===== src/rtl/sram64x8_ctrl.sv =====
`default_nettype none
// ============================================================================
//  Module   : sram64x8_ctrl
//  Brief    : Request/response front end for a 64x8 synchronous SRAM macro
//             with read, write, masked read-modify-write and power-up clear.
//  Revision : 1.0
// ============================================================================
module sram64x8_ctrl #(
    parameter bit         INIT_EN    = 1'b1,
    parameter logic [7:0] INIT_VALUE = 8'h00
) (
    input  logic       CE,
    input  logic       RSTB,
    input  logic       req_valid,
    output logic       req_ready,
    input  logic [1:0] req_cmd,
    input  logic [5:0] req_addr,
    input  logic [7:0] req_wdata,
    input  logic [7:0] req_wmask,
    output logic       rsp_valid,
    input  logic       rsp_ready,
    output logic [7:0] rsp_rdata,
    output logic       init_done,
    output logic [5:0] sram_A,
    output logic [7:0] sram_I,
    output logic       sram_CSB,
    output logic       sram_WEB,
    output logic       sram_OEB,
    input  logic [7:0] sram_O
);

    typedef enum logic [2:0] {
        ST_INIT      = 3'd0,
        ST_IDLE      = 3'd1,
        ST_RD_ISSUE  = 3'd2,
        ST_RD_CAPT   = 3'd3,
        ST_WR_ISSUE  = 3'd4,
        ST_RMW_ISSUE = 3'd5,
        ST_RMW_CAPT  = 3'd6,
        ST_RMW_WR    = 3'd7
    } state_t;

    localparam logic [1:0] c_cmd_read  = 2'b00;
    localparam logic [1:0] c_cmd_write = 2'b01;
    localparam logic [1:0] c_cmd_rmw   = 2'b10;
    localparam state_t     c_rst_state = INIT_EN ? ST_INIT : ST_IDLE;
    localparam logic       c_rst_done  = !INIT_EN;

    state_t     r_state;
    logic [5:0] r_cnt;
    logic [5:0] r_addr;
    logic [7:0] r_wdata;
    logic [7:0] r_mask;
    logic       w_accept;

    assign req_ready = (r_state == ST_IDLE) && !rsp_valid;
    assign w_accept  = req_valid && req_ready;

    always_ff @(posedge CE or negedge RSTB) begin
        if (!RSTB) begin
            r_state   <= c_rst_state;
            init_done <= c_rst_done;
            r_cnt     <= 6'd0;
            r_addr    <= 6'd0;
            r_wdata   <= 8'd0;
            r_mask    <= 8'd0;
            rsp_valid <= 1'b0;
            rsp_rdata <= 8'd0;
            sram_A    <= 6'd0;
            sram_I    <= 8'd0;
            sram_CSB  <= 1'b1;
            sram_WEB  <= 1'b1;
            sram_OEB  <= 1'b1;
        end else begin
            // Pins fall back to idle unless a state below issues an access.
            sram_CSB <= 1'b1;
            sram_WEB <= 1'b1;
            sram_OEB <= 1'b1;
            if (rsp_valid && rsp_ready) begin
                rsp_valid <= 1'b0;
            end
            case (r_state)
                ST_INIT: begin
                    // The last clear write (A=63) is on the pins: leave next edge.
                    if (!sram_CSB && (sram_A == 6'd63)) begin
                        r_state   <= ST_IDLE;
                        init_done <= 1'b1;
                    end else begin
                        sram_A   <= r_cnt;
                        sram_I   <= INIT_VALUE;
                        sram_CSB <= 1'b0;
                        sram_WEB <= 1'b0;
                        r_cnt    <= r_cnt + 6'd1;
                    end
                end
                ST_IDLE: begin
                    if (w_accept) begin
                        r_addr  <= req_addr;
                        r_wdata <= req_wdata;
                        r_mask  <= req_wmask;
                        case (req_cmd)
                            c_cmd_read: begin
                                sram_A   <= req_addr;
                                sram_CSB <= 1'b0;
                                sram_OEB <= 1'b0;
                                r_state  <= ST_RD_ISSUE;
                            end
                            c_cmd_write: begin
                                sram_A   <= req_addr;
                                sram_I   <= req_wdata;
                                sram_CSB <= 1'b0;
                                sram_WEB <= 1'b0;
                                r_state  <= ST_WR_ISSUE;
                            end
                            c_cmd_rmw: begin
                                sram_A   <= req_addr;
                                sram_CSB <= 1'b0;
                                sram_OEB <= 1'b0;
                                r_state  <= ST_RMW_ISSUE;
                            end
                            default: begin
                                r_state <= ST_IDLE;
                            end
                        endcase
                    end
                end
                ST_RD_ISSUE: begin
                    r_state <= ST_RD_CAPT;
                end
                ST_RD_CAPT: begin
                    rsp_rdata <= sram_O;
                    rsp_valid <= 1'b1;
                    r_state   <= ST_IDLE;
                end
                ST_WR_ISSUE: begin
                    r_state <= ST_IDLE;
                end
                ST_RMW_ISSUE: begin
                    r_state <= ST_RMW_CAPT;
                end
                ST_RMW_CAPT: begin
                    // Merge only once sram_O holds the data of the issue cycle.
                    sram_A   <= r_addr;
                    sram_I   <= (sram_O & ~r_mask) | (r_wdata & r_mask);
                    sram_CSB <= 1'b0;
                    sram_WEB <= 1'b0;
                    r_state  <= ST_RMW_WR;
                end
                ST_RMW_WR: begin
                    r_state <= ST_IDLE;
                end
                default: begin
                    r_state <= ST_IDLE;
                end
            endcase
        end
    end

endmodule
`default_nettype wire


===== config.mk =====
export PLATFORM = sky130hd
export DESIGN_NAME = sram64x8_ctrl
export DESIGN_NICKNAME = d
export VERILOG_FILES = /design/src/rtl/sram64x8_ctrl.sv
export SDC_FILE = /design/constraint.sdc
export NUM_CORES = 1
export LEC_CHECK = 0
export BUFFER_PORTS_ARGS = -buffer_cell sky130_fd_sc_hd__buf_2
export CAP_MARGIN = 10
export CORE_UTILIZATION = 48
export DETAILED_ROUTE_END_ITERATION = 10
export HOLD_SLACK_MARGIN = 0.1
export PLACE_DENSITY = 0.72
export SYNTH_ARGS = -nofsm -noshare
export SYNTH_HDL_FRONTEND = slang
export SYNTH_SLANG_ARGS = --single-unit

===== constraint.sdc =====
create_clock -name CE -period 1.7 [get_ports CE]
set_clock_uncertainty 0.15 [all_clocks]
set_input_delay 0.34 -clock CE [delete_from_list [all_inputs] [get_ports CE]]
set_output_delay 0.34 -clock CE [all_outputs]
set_load 0.05 [all_outputs]

==> qor.yml <==
yosys:
  yosysTopAreaCell: "dfrtp_1"
  syn_inst: 206
  post_synth_and_or_nand_nor_area_fraction_pct: 8.35
  syn_avg_cell_area_um2: 13.1
  synthXorXnorAreaFrac_pct: 1.62
  synth_seq_cells: 58
  synth_edf_count: 0
  synth_mux_area_share_pct: 22.6
  yosys_warnings: 0
  synthFlopType: "dfrtp_1"
  synthesis.area_mm2: 0.00270
  async_flop_share_pct: 100
  synth_top_area_share_pct: 51.0
  synth_compound_area_share_pct: 7.47
  netlist_top_cells_area: "dfrtp_1, mux2_1, mux2i_1, mux2_2, mux2_4"
  syn_nets: 247
  synth_top_family_by_area: "multiplexers"
  ys_seq_area_share_pct: 53.9
  yosys.area_share.adder_pct: 2.32
  synth_cell_type_count: 41
status:
  status: "complete, but fails checks"
  violations: "setup timing"
power:
  power_density_mw_per_mm2: 2110
  power_leakage_nw: 1.96
  vdd_drop_max_uv: 1410
sta:
  slew_headroom_pct: 73.2
  layout_min_cycle_time_ns: 1.91
  setup_ws_ns: -0.213
  tightest_slew_ns: 0.400
  rsz0062_at_grt: "yes"
  fmax_mhz: 523
  finalHoldViolations: 0
  period_share_pct: 113
  maxSlewViolCount: 0
  setup_viol: 44
  setup-tns-final_ns: -6.07
critical_path:
  rr_worst_depth: 6
  startpoint: "r_state[1]$_DFFE_PN0P_"
  r2r_end: "sram_I[2]$_DFFE_PN0P_"
  r2r-start: "r_state[1]$_DFFE_PN0P_"
  start_kind: "flip-flop"
  crit_arrival_ns: 1.42
  worstPathRequired_ns: 1.21
  path_class: "flip-flop to output port"
  crit_end: "req_ready"
  crit_path_end_kind: "output port"
  critPathMaxFanout: 2
  r2r_slack_ns: -0.20
floorplan:
  pin_count: 64
  chipHeight_um: 77.0
  rows: 26
  dieWidth_um: 77.0
  die-area_mm2: 0.00592
  coreArea_mm2: 0.00527
  start_util_pct: 51.2
placed_design:
  dp_slack_ns: -0.161
  globalplace.congestion: 0.743
  dp.final_hpwl_mm: 3.87
  place_area_mm2: 0.00330
  io_buffers: 63
route:
  totalWireLength_mm: 6.61
  wl_per_cell_um: 17.0
  remaining_drc_errors: 0
  via_per_inst: 5.22
  drt-pass1-iter-count: 4
  ant_nets: 0
  first_iter_violations: 73
  vias: 2036
cts:
  clk_pin_slew_ns: 0.06
  cts_tree: "done"
  clk_path_buf_depth: 2
  insertion_delay_ns: 0.33
  cts_buffers: 9
  clock-root-buffer: "clkbuf_8"
  clock-sinks: 58
  h-tree-depth: 3
finish:
  multi_input_area_mm2: 0.00126
  num_antenna_cells: 0
  ff_latch_area_mm2: 0.00146
  layout-drive-gt1-share_pct: 52.5
  n_fill_cell: 366
  syn_to_final_growth_pct: 42.2
  layout.nets: 356
  final_area_mm2: 0.00384
grt:
  gr-usage-all-layers_pct: 24.5
  grt_overflow: 0
  grt_pass1_wl_mm: 10.9
  grt_pass1_vias: 2200
  grt_max_degree: 59
  antenna_found_initial: 0
flow_run:
  max_cap_viol_count: 0
min_path:
  holdCritPathClass: "input pin to flip-flop"
[critical path: stages (launching register included)]
cell and delay [ns]:
dfrtp_1 0.41, buf_6 0.13, buf_6 0.10, nand2b_4 0.14, nor3_4 0.12, buf_6 0.18
[layout by cell type (no fill, tap or decap), types with 5 or more instances in the layout]
master         instances
a21oi_1                7
a22o_1                 6
buf_12                 6
buf_2                 62
buf_4                 21
buf_6                  6
clkbuf_8              11
dfrtp_1               51
dlygate4sd3_1         11
ha_1                   5
inv_1                 11
mux2_2                10
mux2_4                29
mux2i_1               14
nand2_1               10
o21ai_0               10
[routing by layer]
layer  wire, um  track usage (%)  part of all wire, %  vias up
met4         93             8.65                  1.4        0
met1       2890             30.4                   44     1011
met5          0                0                    0        -
met3        330             6.90                  5.0       11
met2       3300             40.8                   50       72
li1           -                -                    -      942
[registers in the layout, summed over array words and instances (netlist names)]
register   flops
init_done      1
r_addr         6
r_cnt          6
r_mask         8
r_state        3
r_wdata        8
rsp_rdata      8
rsp_valid      1
sram_A         6
sram_CSB       1
sram_I         8
sram_OEB       1
sram_WEB       1
[cells in the mapped netlist (all sizes together) (2+ instances only)]
cell type  count
dfrtp         55
mux2          39
mux2i         14
inv           11
nand2         11
o21ai         10
a21oi          8
buf            8
a22o           6
ha             5
nor2           4
xnor2          4
dfstp          3
nand3b         3
nand4          3
nor3           3
nand2b         2
nand3          2
[where the power goes]
group          switching [mW]  internal (mW)
combinational            2.30           2.03
clock                   0.509          0.756
sequential              0.459           2.05
[per-stage QoR]
stage | util [%] | instances | total power, mW | hold slack (ns)
floorplan | - | 206 | 5.05 | -0.106
global placement | 62.7 | 354 | 6.01 | 0.218
detailed placement | 62.7 | 354 | 6.12 | 0.217
CTS | 73.3 | 390 | 8.11 | 0.101
global route | 72.8 | 390 | 8.52 | 0.101
finish | 72.8 | 390 | 8.11 | 0.109
[cell type report]
class	count	area share (%)
clock buffers	14	4.24
clock inverters	2	0.913
inverters	11	1.08
multi-input cells	128	32.7
flip-flops and latches	58	38.1
well taps	70	2.28
repair buffers	107	20.7
[worst min path at each step]
stage / start / end / slack (ns) / cells past startpoint
2_1_floorplan: RSTB / init_done$_DFFE_PN0P_ / -0.11 / 0
3_3_place_gp: RSTB / init_done$_DFFE_PN0P_ / 0.22 / 2
3_5_place_dp: RSTB / init_done$_DFFE_PN0P_ / 0.22 / 2
4_1_cts: req_wdata[0] / r_wdata[0]$_DFFE_PN0P_ / 0.10 / 2
5_1_grt: sram_O[7] / rsp_rdata[7]$_DFFE_PN0P_ / 0.10 / 2
6_report: sram_O[5] / rsp_rdata[5]$_DFFE_PN0P_ / 0.11 / 2
[cell families (layout without fill, tap and decap cells)]
family / Yosys count / count (layout)
AOI/OAI and AO/OA: 30 / 30
xor gates and xnor gates: 5 / 5
adders and majority gates: 5 / 5
buffers and inverters: 20 / 134
DFF: 58 / 58
muxes: 53 / 53
and+or+nand+nor: 35 / 35
[timing repair]
| item | 4_1_cts | 5_1_grt |
|---|---|---|
| hold endpoints to repair | 65 | 0 |
| hold buffers | 11 | 0 |
| pin swaps | 5 | 1 |
| resized for setup | 30 | 5 |
| endpoints found under the setup margin | 42 | 45 |
| buffers inserted | 7 | 4 |
| gates cloned | 2 | 0 |
Note: power is estimated with default switching activity, not from simulation.
